===== src/rtl/kamus_pkg.sv =====
// Shared types and helpers for the kamus l1d bridge: access sizes, store-buffer
// entry layout, and byte-enable / lane-replication rules.
package kamus_pkg;

   localparam int unsigned KAMUS_AW = 32;
   localparam int unsigned KAMUS_DW = 32;

   typedef enum logic [1:0] {
      SZ_B = 2'd0,
      SZ_H = 2'd1,
      SZ_W = 2'd2
   } l1d_size_e;

   typedef struct packed {
      logic [KAMUS_AW-1:0] addr;
      logic [3:0]          be;
      logic [KAMUS_DW-1:0] wdata;
   } sb_entry_t;

   // Size code 3 falls through to the word case everywhere below.
   function automatic logic [3:0] calc_be(input logic [1:0] size, input logic [1:0] offset);
      logic [3:0] be;
      case (size)
         SZ_B:    be = 4'b0001 << offset;
         SZ_H:    be = 4'b0011 << {offset[1], 1'b0};
         default: be = 4'b1111;
      endcase
      return be;
   endfunction

   function automatic logic [KAMUS_DW-1:0] calc_wdata(input logic [1:0]          size,
                                                      input logic [KAMUS_DW-1:0] data);
      logic [KAMUS_DW-1:0] wdata;
      case (size)
         SZ_B:    wdata = {4{data[7:0]}};
         SZ_H:    wdata = {2{data[15:0]}};
         default: wdata = data;
      endcase
      return wdata;
   endfunction

   function automatic logic is_misaligned(input logic [1:0] size, input logic [1:0] offset);
      logic mis;
      case (size)
         SZ_B:    mis = 1'b0;
         SZ_H:    mis = offset[0];
         default: mis = (offset != 2'b00);
      endcase
      return mis;
   endfunction

endpackage


===== src/rtl/kamus_sync_fifo.sv =====
// Small synchronous in-order FIFO with registered occupancy. DEPTH must be a
// power of two so the pointers wrap naturally.
module kamus_sync_fifo #(
   parameter int unsigned DEPTH   = 4,
   parameter type         entry_t = logic [31:0]
) (
   input  logic                   clk_i,
   input  logic                   rst_i,
   input  logic                   push_i,
   input  entry_t                 push_data_i,
   input  logic                   pop_i,
   output entry_t                 head_o,
   output logic                   full_o,
   output logic                   empty_o,
   output logic [$clog2(DEPTH):0] count_o
);

   localparam int unsigned PW = $clog2(DEPTH);

   entry_t         mem_q [DEPTH];
   logic [PW-1:0]  wr_ptr_q;
   logic [PW-1:0]  rd_ptr_q;
   logic [PW:0]    count_q;
   logic           do_push;
   logic           do_pop;

   // Full/empty come from the registered count, so a same-cycle pop never frees a slot.
   always_comb begin
      full_o  = (count_q == (PW+1)'(DEPTH));
      empty_o = (count_q == '0);
      do_push = push_i && !full_o;
      do_pop  = pop_i && !empty_o;
      head_o  = mem_q[rd_ptr_q];
      count_o = count_q;
   end

   // Entry storage; contents need no reset because count gates every read.
   always_ff @(posedge clk_i) begin
      if (do_push) begin
         mem_q[wr_ptr_q] <= push_data_i;
      end
   end

   // Pointer and occupancy bookkeeping.
   always_ff @(posedge clk_i) begin
      if (rst_i) begin
         wr_ptr_q <= '0;
         rd_ptr_q <= '0;
         count_q  <= '0;
      end else begin
         if (do_push) wr_ptr_q <= wr_ptr_q + 1'b1;
         if (do_pop)  rd_ptr_q <= rd_ptr_q + 1'b1;
         case ({do_push, do_pop})
            2'b10:   count_q <= count_q + 1'b1;
            2'b01:   count_q <= count_q - 1'b1;
            default: count_q <= count_q;
         endcase
      end
   end

endmodule


===== src/rtl/kamus_l1d_bridge.sv =====
// Data-side bridge from the kamus core l1d port to L1 data memory. Stores are
// posted into an in-order buffer and drained in the background; loads wait for
// the buffer to empty and then run as a single outstanding read.
module kamus_l1d_bridge
   import kamus_pkg::*;
#(
   parameter int unsigned DEPTH = 4,
   parameter int unsigned AW    = 32,
   parameter int unsigned DW    = 32
) (
   input  logic                   clk_i,
   input  logic                   rst_i,
   input  logic                   l1d_req_i,
   input  logic                   l1d_we_i,
   input  logic [1:0]             l1d_size_i,
   input  logic [AW-1:0]          l1d_addr_i,
   input  logic [DW-1:0]          l1d_wr_data_i,
   output logic                   l1d_gnt_o,
   output logic                   l1d_rvalid_o,
   output logic [DW-1:0]          l1d_rd_data_o,
   output logic                   l1d_err_o,
   output logic                   mem_req_o,
   output logic                   mem_we_o,
   output logic [AW-1:0]          mem_addr_o,
   output logic [3:0]             mem_be_o,
   output logic [DW-1:0]          mem_wdata_o,
   input  logic                   mem_gnt_i,
   input  logic                   mem_rvalid_i,
   input  logic [DW-1:0]          mem_rdata_i,
   output logic                   sb_empty_o,
   output logic [$clog2(DEPTH):0] sb_count_o
);

   typedef enum logic [0:0] {StIdle, StRdWait} state_e;

   state_e        state_q;
   logic          rvalid_q;
   logic [DW-1:0] rd_data_q;

   logic          misaligned;
   logic [AW-1:0] word_addr;
   logic          sb_push, sb_pop, sb_full, sb_empty;
   logic          rd_issue;
   sb_entry_t     push_entry, sb_head;

   assign misaligned = is_misaligned(l1d_size_i, l1d_addr_i[1:0]);
   assign word_addr  = {l1d_addr_i[AW-1:2], 2'b00};
   assign push_entry = '{addr:  KAMUS_AW'(word_addr),
                         be:    calc_be(l1d_size_i, l1d_addr_i[1:0]),
                         wdata: calc_wdata(l1d_size_i, l1d_wr_data_i)};

   kamus_sync_fifo #(
      .DEPTH   (DEPTH),
      .entry_t (sb_entry_t)
   ) u_sb (
      .clk_i       (clk_i),
      .rst_i       (rst_i),
      .push_i      (sb_push),
      .push_data_i (push_entry),
      .pop_i       (sb_pop),
      .head_o      (sb_head),
      .full_o      (sb_full),
      .empty_o     (sb_empty),
      .count_o     (sb_count_o)
   );

   assign sb_empty_o = sb_empty;

   // Grant, error, drain and read-issue muxing; nothing is offered while in reset or RdWait.
   always_comb begin
      l1d_gnt_o   = 1'b0;
      l1d_err_o   = 1'b0;
      mem_req_o   = 1'b0;
      mem_we_o    = 1'b0;
      mem_addr_o  = '0;
      mem_be_o    = '0;
      mem_wdata_o = '0;
      sb_push     = 1'b0;
      sb_pop      = 1'b0;
      rd_issue    = 1'b0;
      if (!rst_i && state_q == StIdle) begin
         if (!sb_empty) begin
            mem_req_o   = 1'b1;
            mem_we_o    = 1'b1;
            mem_addr_o  = AW'(sb_head.addr);
            mem_be_o    = sb_head.be;
            mem_wdata_o = sb_head.wdata;
            sb_pop      = mem_gnt_i;
         end
         if (l1d_req_i) begin
            if (misaligned) begin
               l1d_gnt_o = 1'b1;
               l1d_err_o = 1'b1;
            end else if (l1d_we_i) begin
               l1d_gnt_o = !sb_full;
               sb_push   = !sb_full;
            end else if (sb_empty) begin
               // Loads only go out once every earlier store has drained.
               mem_req_o  = 1'b1;
               mem_we_o   = 1'b0;
               mem_addr_o = word_addr;
               mem_be_o   = 4'b1111;
               l1d_gnt_o  = mem_gnt_i;
               rd_issue   = mem_gnt_i;
            end
         end
      end
   end

   // Read FSM with registered load-response outputs.
   always_ff @(posedge clk_i) begin
      if (rst_i) begin
         state_q   <= StIdle;
         rvalid_q  <= 1'b0;
         rd_data_q <= '0;
      end else begin
         rvalid_q <= 1'b0;
         case (state_q)
            StIdle: begin
               if (rd_issue) state_q <= StRdWait;
            end
            StRdWait: begin
               if (mem_rvalid_i) begin
                  rd_data_q <= mem_rdata_i;
                  rvalid_q  <= 1'b1;
                  state_q   <= StIdle;
               end
            end
            default: state_q <= StIdle;
         endcase
      end
   end

   assign l1d_rvalid_o  = rvalid_q;
   assign l1d_rd_data_o = rd_data_q;

endmodule

===== config.mk =====
export PLATFORM = sky130hd
export DESIGN_NAME = kamus_l1d_bridge
export DESIGN_NICKNAME = d
export VERILOG_FILES = /design/src/rtl/kamus_pkg.sv /design/src/rtl/kamus_sync_fifo.sv /design/src/rtl/kamus_l1d_bridge.sv
export SDC_FILE = /design/constraint.sdc
export NUM_CORES = 1
export LEC_CHECK = 0
export CORE_AREA = 4 4 141 177
export CTS_BUF_LIST = sky130_fd_sc_hd__clkbuf_16
export DETAILED_ROUTE_END_ITERATION = 8
export DIE_AREA = 0 0 145 181
export GPL_TIMING_DRIVEN = 1
export PLACE_DENSITY = 0.91
export SKIP_LAST_GASP = 1
export SYNTH_ARGS = -nofsm -noshare
export SYNTH_HDL_FRONTEND = slang
export SYNTH_SLANG_ARGS = --single-unit

===== constraint.sdc =====
create_clock -name clk_i -period 4.4 [get_ports clk_i]
set_input_delay 0.88 -clock clk_i [delete_from_list [all_inputs] [get_ports clk_i]]
set_output_delay 0.88 -clock clk_i [all_outputs]
set_load 0.05 [all_outputs]

; ---- Yosys cells after proc, flatten, opt, wreduce, memory -nomap -nowiden
; Memory sizes are Yosys's and may differ from the RTL's. A register that Yosys moved wholly into a read port is not among the register bits.
; Index checks and enable logic that the tools add are counted.
; W data, S select, Z words.
[classes]
n_addsub = 4
n_mul = 0
n_div = 0
n_lt_le_gt_ge = 0
eq_ne = 4
shift = 2
muxes = 55
bitwise = 1
reduce_logical = 12
[op_table]
columns = op, n
row1 = $mux W32, 8
row2 = $pmux W32 S2, 1
row3 = $mux W1, 34
row4 = $mux W4, 6
row5 = $pmux W4 S2, 1
row6 = $pmux W3 S2, 1
row7 = $add A2 B1 Y2 const B, 2
row8 = $eq A2 B1 Y1 const B, 2
row9 = $mux W2, 2
row10 = $pmux W1 S2, 2
row11 = $reduce_bool A2 Y1, 2
row12 = $shl A1 B2 Y4 const A, 1
row13 = $shl A2 B2 Y4 const A, 1
row14 = $add A3 B1 Y3 const B, 1
row15 = $eq A3 B3 Y1 const B, 1
row16 = $logic_and A1 B1 Y1, 3
row17 = $logic_not A1 Y1, 3
row18 = $logic_not A3 Y1, 1
row19 = $sub A3 B1 Y3 const B, 1
row20 = $eq A2 B2 Y1 const B, 1
row21 = $logic_not A2 Y1, 1
row22 = $reduce_and A2 Y1, 1
row23 = $reduce_or A2 Y1, 1
row24 = $not A1 Y1, 1
[totals]
ff_bits = 41
latchBits = 0
ram_bits = 264
mem_bits_ro = 0
inputBits = 104
out_inout_bits = 109
wordCells = 85
mem_count = 1
[mem_list]
columns = memory, depth, word_bits, rd, rd_ports_with_merged_regs, write_ports, line
row1 = u_sb.mem_q, 4, 66, 1, 1, 1, kamus_sync_fifo.sv:20  ; entry_t mem_q [DEPTH];

; ---- Depth between registers and ports, before layout
; Gate-level depths: netlist of the first run.
[depth]
depth_word = 9
depth_mapped = 10
mapped_depth_nobuf = 9

; ---- By module
; A second synthesis of the first run with hierarchy kept.
[unflattened]
cells_unflattened = 709
hier_area_um2 = 12557.0
[by_module_without_submodules]
columns = mod, n_inst, cells_per_inst, area_per_inst_um2, seq_area_each_um2
row1 = kamus_sync_fifo, 1, 410, 10306.1, 8348.0
row2 = kamus_l1d_bridge, 1, 299, 2250.9, 680.7

; ---- Worst setup path after synthesis of the first run
; Ideal clock, no wire load.
[synth_path]
path_type = input to register
from = input port l1d_addr_i[1]
to = memory u_sb.mem_q[1][0] (netlist name) (enable)
setup_time_ns = 0.431
t_arrival_ns = 3.164
required_ns = 3.969
slack_ns = 0.805
cell_stages = 3
n_path_buf = 0
path_cell_list = o21a_1 > nor4_2 > and2_1
[synth_between]
elab_chain_len = 8
[synth_rtl]
columns = element, line
row1 = from (decl), kamus_l1d_bridge.sv:16  ; input logic [AW-1:0] l1d_addr_i,
row2 = $reduce_bool A2 Y1, kamus_pkg.sv:47  ; default: mis = (offset != 2'b00);
row3 = $pmux W1 S2, kamus_pkg.sv:44  ; case (size)
row4 = $mux W1, kamus_l1d_bridge.sv:91  ; if (misaligned) begin
row5 = $mux W1, kamus_l1d_bridge.sv:90  ; if (l1d_req_i) begin
row6 = $mux W1, kamus_l1d_bridge.sv:81  ; if (!rst_i && state_q == StIdle) begin
row7 = $logic_and A1 B1 Y1, kamus_sync_fifo.sv:31  ; do_push = push_i && !full_o;
row8 = $mux W1, kamus_sync_fifo.sv:39  ; if (do_push) begin
row9 = $mux W1 (not written as such), kamus_sync_fifo.sv:40  ; mem_q[wr_ptr_q] <= push_data_i;
row10 = to (decl), kamus_sync_fifo.sv:20
; No other way between the ends.

; ---- Worst setup path after layout of the first run
[layout_path]
from = input port l1d_req_i
to = output port mem_addr_o[13]
[layout_between]
elab_chain_len = 2
[layout_rtl]
columns = element, line
row1 = from (decl), kamus_l1d_bridge.sv:13  ; input logic l1d_req_i,
row2 = $mux W32, kamus_l1d_bridge.sv:90
row3 = $mux W32, kamus_l1d_bridge.sv:81
row4 = to (decl), kamus_l1d_bridge.sv:24  ; output logic [AW-1:0] mem_addr_o,
; No other way between the ends.

==> impl_metrics.yaml, run 1 <==
logic_synthesis:
  synth_cell_types: 40
  synth_ff_type: "edfxtp_1"
  post_synth_and_or_nand_nor_area_fraction_pct: 3.660
  syn_area_per_cell_sq_um: 19.35
  yosys_warnings: 0
  synthCells: 629
  synth-adder-area-share_pct: 0.6786
  synth_compound_area_share_pct: 6.364
  ys_seq_elements: 307
  synthTopCellsByArea: "edfxtp_1 65%, mux4_2 12%, dfxtp_1 7.1%, a22o_2 2.4%, a22o_1 2.4%"
  syn_area_sq_mm: 0.01217
  synthMuxAreaShare_pct: 14.69
  synth_xor_area_share_pct: 0.1439
  synth_edf_count: 264
  synth_top_cell_by_area: "edfxtp_1"
  synth_top_family_by_area: "multiplexers"
  postSynth.asyncResetShare_pct: 0
  yosysTopAreaCellShare_pct: 65.14
  yosysSeqAreaShare_pct: 72.22
final_layout:
  regArea_sq_mm: 0.008796
  postLayoutCoreUtil_pct: 68.66
  final_layout_size_suffix_gt1_share_pct: 29.55
  n_fill_cell: 1458
  multi_input_area_sq_mm: 0.003134
  n_antenna_cell: 0
  final_cell_mix: "264 x edfxtp_1, 140 x clkdlybuf4s50_1, 66 x mux4_2"
  nets: 953
  mostFrequentLayoutCell: "edfxtp_1"
  area_delta_synth_final_pct: 32.09
clock_tree:
  cts_root_buffer: "clkbuf_16"
  cts_tree: "yes"
  cts_buffers: 29
  clockBufferDepth: 3
  clk_pin_slew_ns: 0.06
  numClockSinks: 307
  ctsHoldBuffers: 0
  htreeDepth: 1
  clock_latency_ns: 0.54
  cts_resized: 0
  postCtsSetupBuffers: 0
global_route:
  gr-usage-all-layers_pct: 19.25
  antenna_found_initial: 1
  gr-total-overflow: 0
  grt_pass1_vias: 7169
  grt_pass1_wl_um: 40240
  grt_max_degree: 67
power:
  power_frac_comb_pct: 8.6
  p_leak_nw: 5.457
  seq_power_share_pct: 51.2
  power_density_mw_per_mm2: 388.5
  p_switching_mw: 1.312
  p_int_mw: 4.933
  power_frac_clock_pct: 40.2
  finalPower_mw: 6.245
  switching_share_pct: 21.01
  peakVddDrop_v: 0.0003656
timing:
  finalHoldViolCount: 0
  min_period_ns: 3.877
  fin_worst_skew_ns: 0.01371
  rsz0062_at_grt: "no"
  timing.fmax_ghz: 0.2579
  period_share_pct: 88.12
  slew_headroom_pct: 17.16
  fin_setup_tns_ns: 0
  finalSetupViolCount: 0
  finalMaxSlewViolations: 0
  worstMarginPinSlew_ns: 1.241
critical_path:
  arrival_ns: 3.00
  reg2reg_slack_ns: 1.67
  rr_endpoint: "u_sb.count_o[2]"
  path_cells: "clkdlybuf4s50_1, or3b_1, a2111oi_4, buf_4, a22o_2, buf_12"
  endpoint_kind: "output port"
  worst_ep_required_time_ns: 3.52
  ff2ff_path_depth: 9
  start_kind: "input port"
  crit_family: "buffers and inverters"
  crit_type: "input port to output port"
  cp_slowest_cell: "clkdlybuf4s50_1"
  path_max_fanout: 30
  slowest_delay_ns: 0.50
  path_buf_inv: 3
  r2r_start: "u_sb.count_o[0]"
drt:
  antenna_left: 0
  wl_met3_um: 1793
  met2WireLength_um: 13400
  top_layer_used: "met5"
  vias: 6775
  wl_um: 25810
  drt_iter0_markers: 371
  drc: 0
  viasPerCell: 5.866
  m1WireLength_um: 10070
  wl_per_cell_um: 22.35
  dr.pass1.iters: 5
hold_path:
  hp-start: "u_sb.rd_ptr_q[1]"
  holdPathStages: 2
  hold_path.class: "register to register"
run:
  cap_violations: 0
status:
  status: "finished clean"
floorplanning:
  die_h_um: 181
  ios: 213
  die-area_sq_mm: 0.02625
  start_util_pct: 51.98
  die_w_um: 145
  row_count: 63
  core_sq_mm: 0.02341
placed_design:
  portBuffers: 210
  dp_hpwl_um: 16440
  gp_congestion: 0.7780
cell usage after synthesis, types with 9 or more instances:
cell,n
mux4_2,66
a21oi_1,9
a22o_1,33
dfxtp_1,43
a22o_2,29
mux2_2,17
nor2_1,13
inv_1,9
buf_2,9
edfxtp_1,264
mux2i_1,11
nand2_1,14
o21ai_0,9
clkbuf_1,17
and3_1,30
sequential cells by signal (all words and copies together), names as in the netlist, named ones only:
signal / count
u_sb.wr_ptr_q: 2
state_q: 1
l1d_rd_data_o: 32
l1d_rvalid_o: 1
u_sb.count_o: 3
u_sb.mem_q: 264
u_sb.rd_ptr_q: 2
layer usage:
layer,vias up,global-route usage (%)
met4,2,4.449
met2,283,34.29
met1,3443,24.40
met5,-,0
met3,52,4.190
li1,2995,-
cell families after synthesis:
kind of cell | count (synthesis)
AO/OA/AOI/OAI | 91
XOR/XNOR | 2
adder cells (fa/ha/maj) | 6
buffers and inverters | 50
flip-flops | 307
multiplexers | 94
other | 1
AND/OR/NAND/NOR | 78
stage by stage:
| stage | instance area (sq um) | instances | hold slack (ns) | setup WS, ns |
|---|---|---|---|---|
| after floorplan | 12170 | 630 | 0.4471 | 0.8054 |
| after global placement | 15100 | 1104 | 0.4520 | 0.5920 |
| after detailed placement | 15100 | 1104 | 0.4556 | 0.5375 |
| after CTS | 16070 | 1155 | 0.4651 | 0.5237 |
| after global routing | 16070 | 1155 | 0.4888 | 0.4006 |
| final | 16070 | 1155 | 0.4647 | 0.5228 |
power by group through the flow:
stage | registers [mW] | logic (mW) | clock network [mW]
after floorplan | 3.28 | 0.251 | 0
after global routing | 3.20 | 0.565 | 2.67
after CTS | 3.20 | 0.539 | 2.55
after detailed placement | 3.26 | 0.538 | 0
final | 3.20 | 0.536 | 2.51
after global placement | 3.26 | 0.524 | 0
worst max path at each step:
stage | slack [ns] | cells past startpoint | startpoint | end
2_1_floorplan | 0.81 | 3 | l1d_addr_i[1] | u_sb.mem_q[1][0]
3_3_place_gp | 0.59 | 6 | l1d_req_i | mem_addr_o[30]
5_1_grt | 0.40 | 6 | l1d_req_i | mem_addr_o[13]
4_1_cts | 0.52 | 6 | l1d_req_i | mem_addr_o[13]
6_report | 0.52 | 6 | l1d_req_i | mem_addr_o[13]
3_5_place_dp | 0.54 | 6 | l1d_req_i | mem_addr_o[13]
layout make-up:
cell class / instances / area share, %
tap: 292 / 2.273
timing repair buffer: 223 / 17.26
sequential: 307 / 54.72
clock buffer: 29 / 4.515
inverter: 9 / 0.2102
multi-input combinational: 273 / 19.50
clock inverter: 22 / 1.518
worst min-delay path, cell delays in order, from the launching register on:
cell     delay [ns]
dfxtp_1        0.31
o41ai_1        0.05
a21oi_1        0.06
No activity file was read; power rests on OpenSTA's default activity.
==> inputs of run 2 (changes only) <==
CORE_AREA = 4 4 162 203   (was 4 4 141 177)
CTS_CLUSTER_DIAMETER = 60   (was not set)
DIE_AREA = 0 0 166 207   (was 0 0 145 181)
PLACE_DENSITY = 0.74   (was 0.91)
==> run 2 against run 1 <==
Effect of this change:
- cell count is 10% higher
- sequential power hardly changed
- non-clock buffer count is 4 higher
- highest routed layer unchanged
- die area is 31% higher
- clock power is 4% lower
- clock skew is 0.0049 ns lower
- first-iteration DRC count is 2.7% higher
- via count is 2.5% lower
- combinational power is 2% lower
- routed wire length is 3.8% higher
==> impl_metrics.yaml, run 2 (synthesis gave the netlist of run 1 again) <==
status:
  status: "finished clean"
final_layout:
  final_layout_size_suffix_gt1_share_pct: 29.07
  area_delta_synth_final_pct: 31.42
  largest_reg_flops: 264
  finalInstanceArea_sq_mm: 0.01599
  instances_no_fill: 1276
  regMostFlops: "u_sb.mem_q"
  final_cell_mix: "264 x edfxtp_1, 140 x clkdlybuf4s50_1, 66 x mux4_2"
  nets: 957
  postLayoutCoreUtil_pct: 51.76
  mostFrequentLayoutCell: "edfxtp_1"
timing:
  finalSetupViolCount: 0
  finalMaxSlewViolations: 0
  worstMarginPinSlew_ns: 1.034
  slew_headroom_pct: 31.04
  rsz0062_at_grt: "no"
  min_period_ns: 3.921
  finalHoldViolCount: 0
  timing.fmax_ghz: 0.2551
  whs_ns: 0.4761
  fin_worst_skew_ns: 0.008818
  period_share_pct: 89.11
  fin_setup_tns_ns: 0
  setup_ws_ns: 0.4793
placed_design:
  dp_cells: 1223
  portBuffers: 210
  post_dp_cell_area_sq_mm: 0.01507
  dp_hpwl_um: 16910
  dp_slack_ns: 0.5115
  gp_congestion: 0.7861
run:
  cap_violations: 0
clock_tree:
  clk_pin_slew_ns: 0.06
  cts_resized: 0
  ctsHoldBuffers: 0
  postCtsSetupBuffers: 0
  numClockSinks: 307
  cts_tree: "yes"
  clockBufferDepth: 3
  htreeDepth: 1
  cts_root_buffer: "clkbuf_16"
  clock_latency_ns: 0.54
  cts_buffers: 29
floorplanning:
  start_util_pct: 39.38
  die_h_um: 207
  core_sq_mm: 0.03090
  row_count: 72
  ios: 213
  die-area_sq_mm: 0.03436
  die_w_um: 166
global_route:
  gr-total-overflow: 0
  grt_pass1_wl_um: 41410
  gr-usage-all-layers_pct: 15.19
  grt_max_degree: 67
  grt_pass1_vias: 7138
  antenna_found_initial: 4
drt:
  viasPerCell: 5.179
  vias: 6608
  wl_met3_um: 1659
  m1WireLength_um: 10640
  drt_iter0_markers: 381
  antenna_left: 0
  drc: 0
  dr.pass1.iters: 6
  top_layer_used: "met5"
  met2WireLength_um: 13910
  wl_per_cell_um: 21.01
  wl_um: 26810
critical_path:
  ff2ff_path_depth: 9
  rr_endpoint: "u_sb.count_o[2]"
  reg2reg_slack_ns: 1.70
  worst_ep_required_time_ns: 3.52
  crit_type: "input port to output port"
  path_max_fanout: 30
  r2r_start: "u_sb.count_o[0]"
  endpoint_kind: "output port"
  arrival_ns: 3.04
  crit_start: "l1d_req_i"
  start_kind: "input port"
power:
  power_density_mw_per_mm2: 384.5
  p_int_mw: 4.855
  p_leak_nw: 5.432
  finalPower_mw: 6.150
  power_frac_clock_pct: 39.4
  p_switching_mw: 1.294
  switching_share_pct: 21.05
  power_frac_comb_pct: 8.6
  peakVddDrop_v: 0.0002630
  seq_power_share_pct: 52.0
hold_path:
  hold_path.class: "register to register"
  hp-start: "l1d_rd_data_o[20]"
  worstHoldEndpoint: "l1d_rd_data_o[20]"
  holdPathStages: 1
[run 2: how the worst max path moves through the flow]
stage / slack [ns] / depth (start not counted) / end
after floorplan: 0.81 / 3 / u_sb.mem_q[1][0]
after global placement: 0.56 / 6 / mem_addr_o[30]
after detailed placement: 0.51 / 6 / mem_addr_o[30]
after CTS: 0.47 / 6 / mem_addr_o[30]
after global routing: 0.39 / 6 / mem_addr_o[30]
final: 0.48 / 6 / mem_addr_o[6]
[run 2: power by group through the flow]
stage,logic [mW],clock network [mW],registers (mW)
floorplan,0.251,0,3.28
detailed placement,0.532,0,3.26
finish,0.527,2.42,3.20
global placement,0.522,0,3.26
global route,0.557,2.60,3.20
CTS,0.534,2.48,3.20
[run 2: cell type report]
type,count,area [sq um]
multi-input cells,273,3134
fillers,2427,14910
clock inverters,22,196.4
flip-flops and latches,307,8796
inverters,9,33.78
repair buffers,227,2592
diodes,2,5.005
well taps,407,509.2
clock buffers,29,725.7
[run 2: critical path, cell delays in order]
cell	delay [ns]
clkdlybuf4s50_1	0.51
or3b_1	0.46
a2111oi_4	0.39
buf_4	0.39
a22o_2	0.25
buf_12	0.14
[run 2: per-layer routing]
layer	track usage, %	vias to the layer above
met4	4.468	4
met1	18.68	3343
met2	26.85	204
met3	3.471	44
met5	0	-
li1	-	3013
==> inputs of run 3 (changes only) <==
CAP_MARGIN = 20   (was not set)
TNS_END_PERCENT = 1   (was not set)
==> results of run 3 <==
No change in the layout: final DEF, timing and power equal those of run 2.
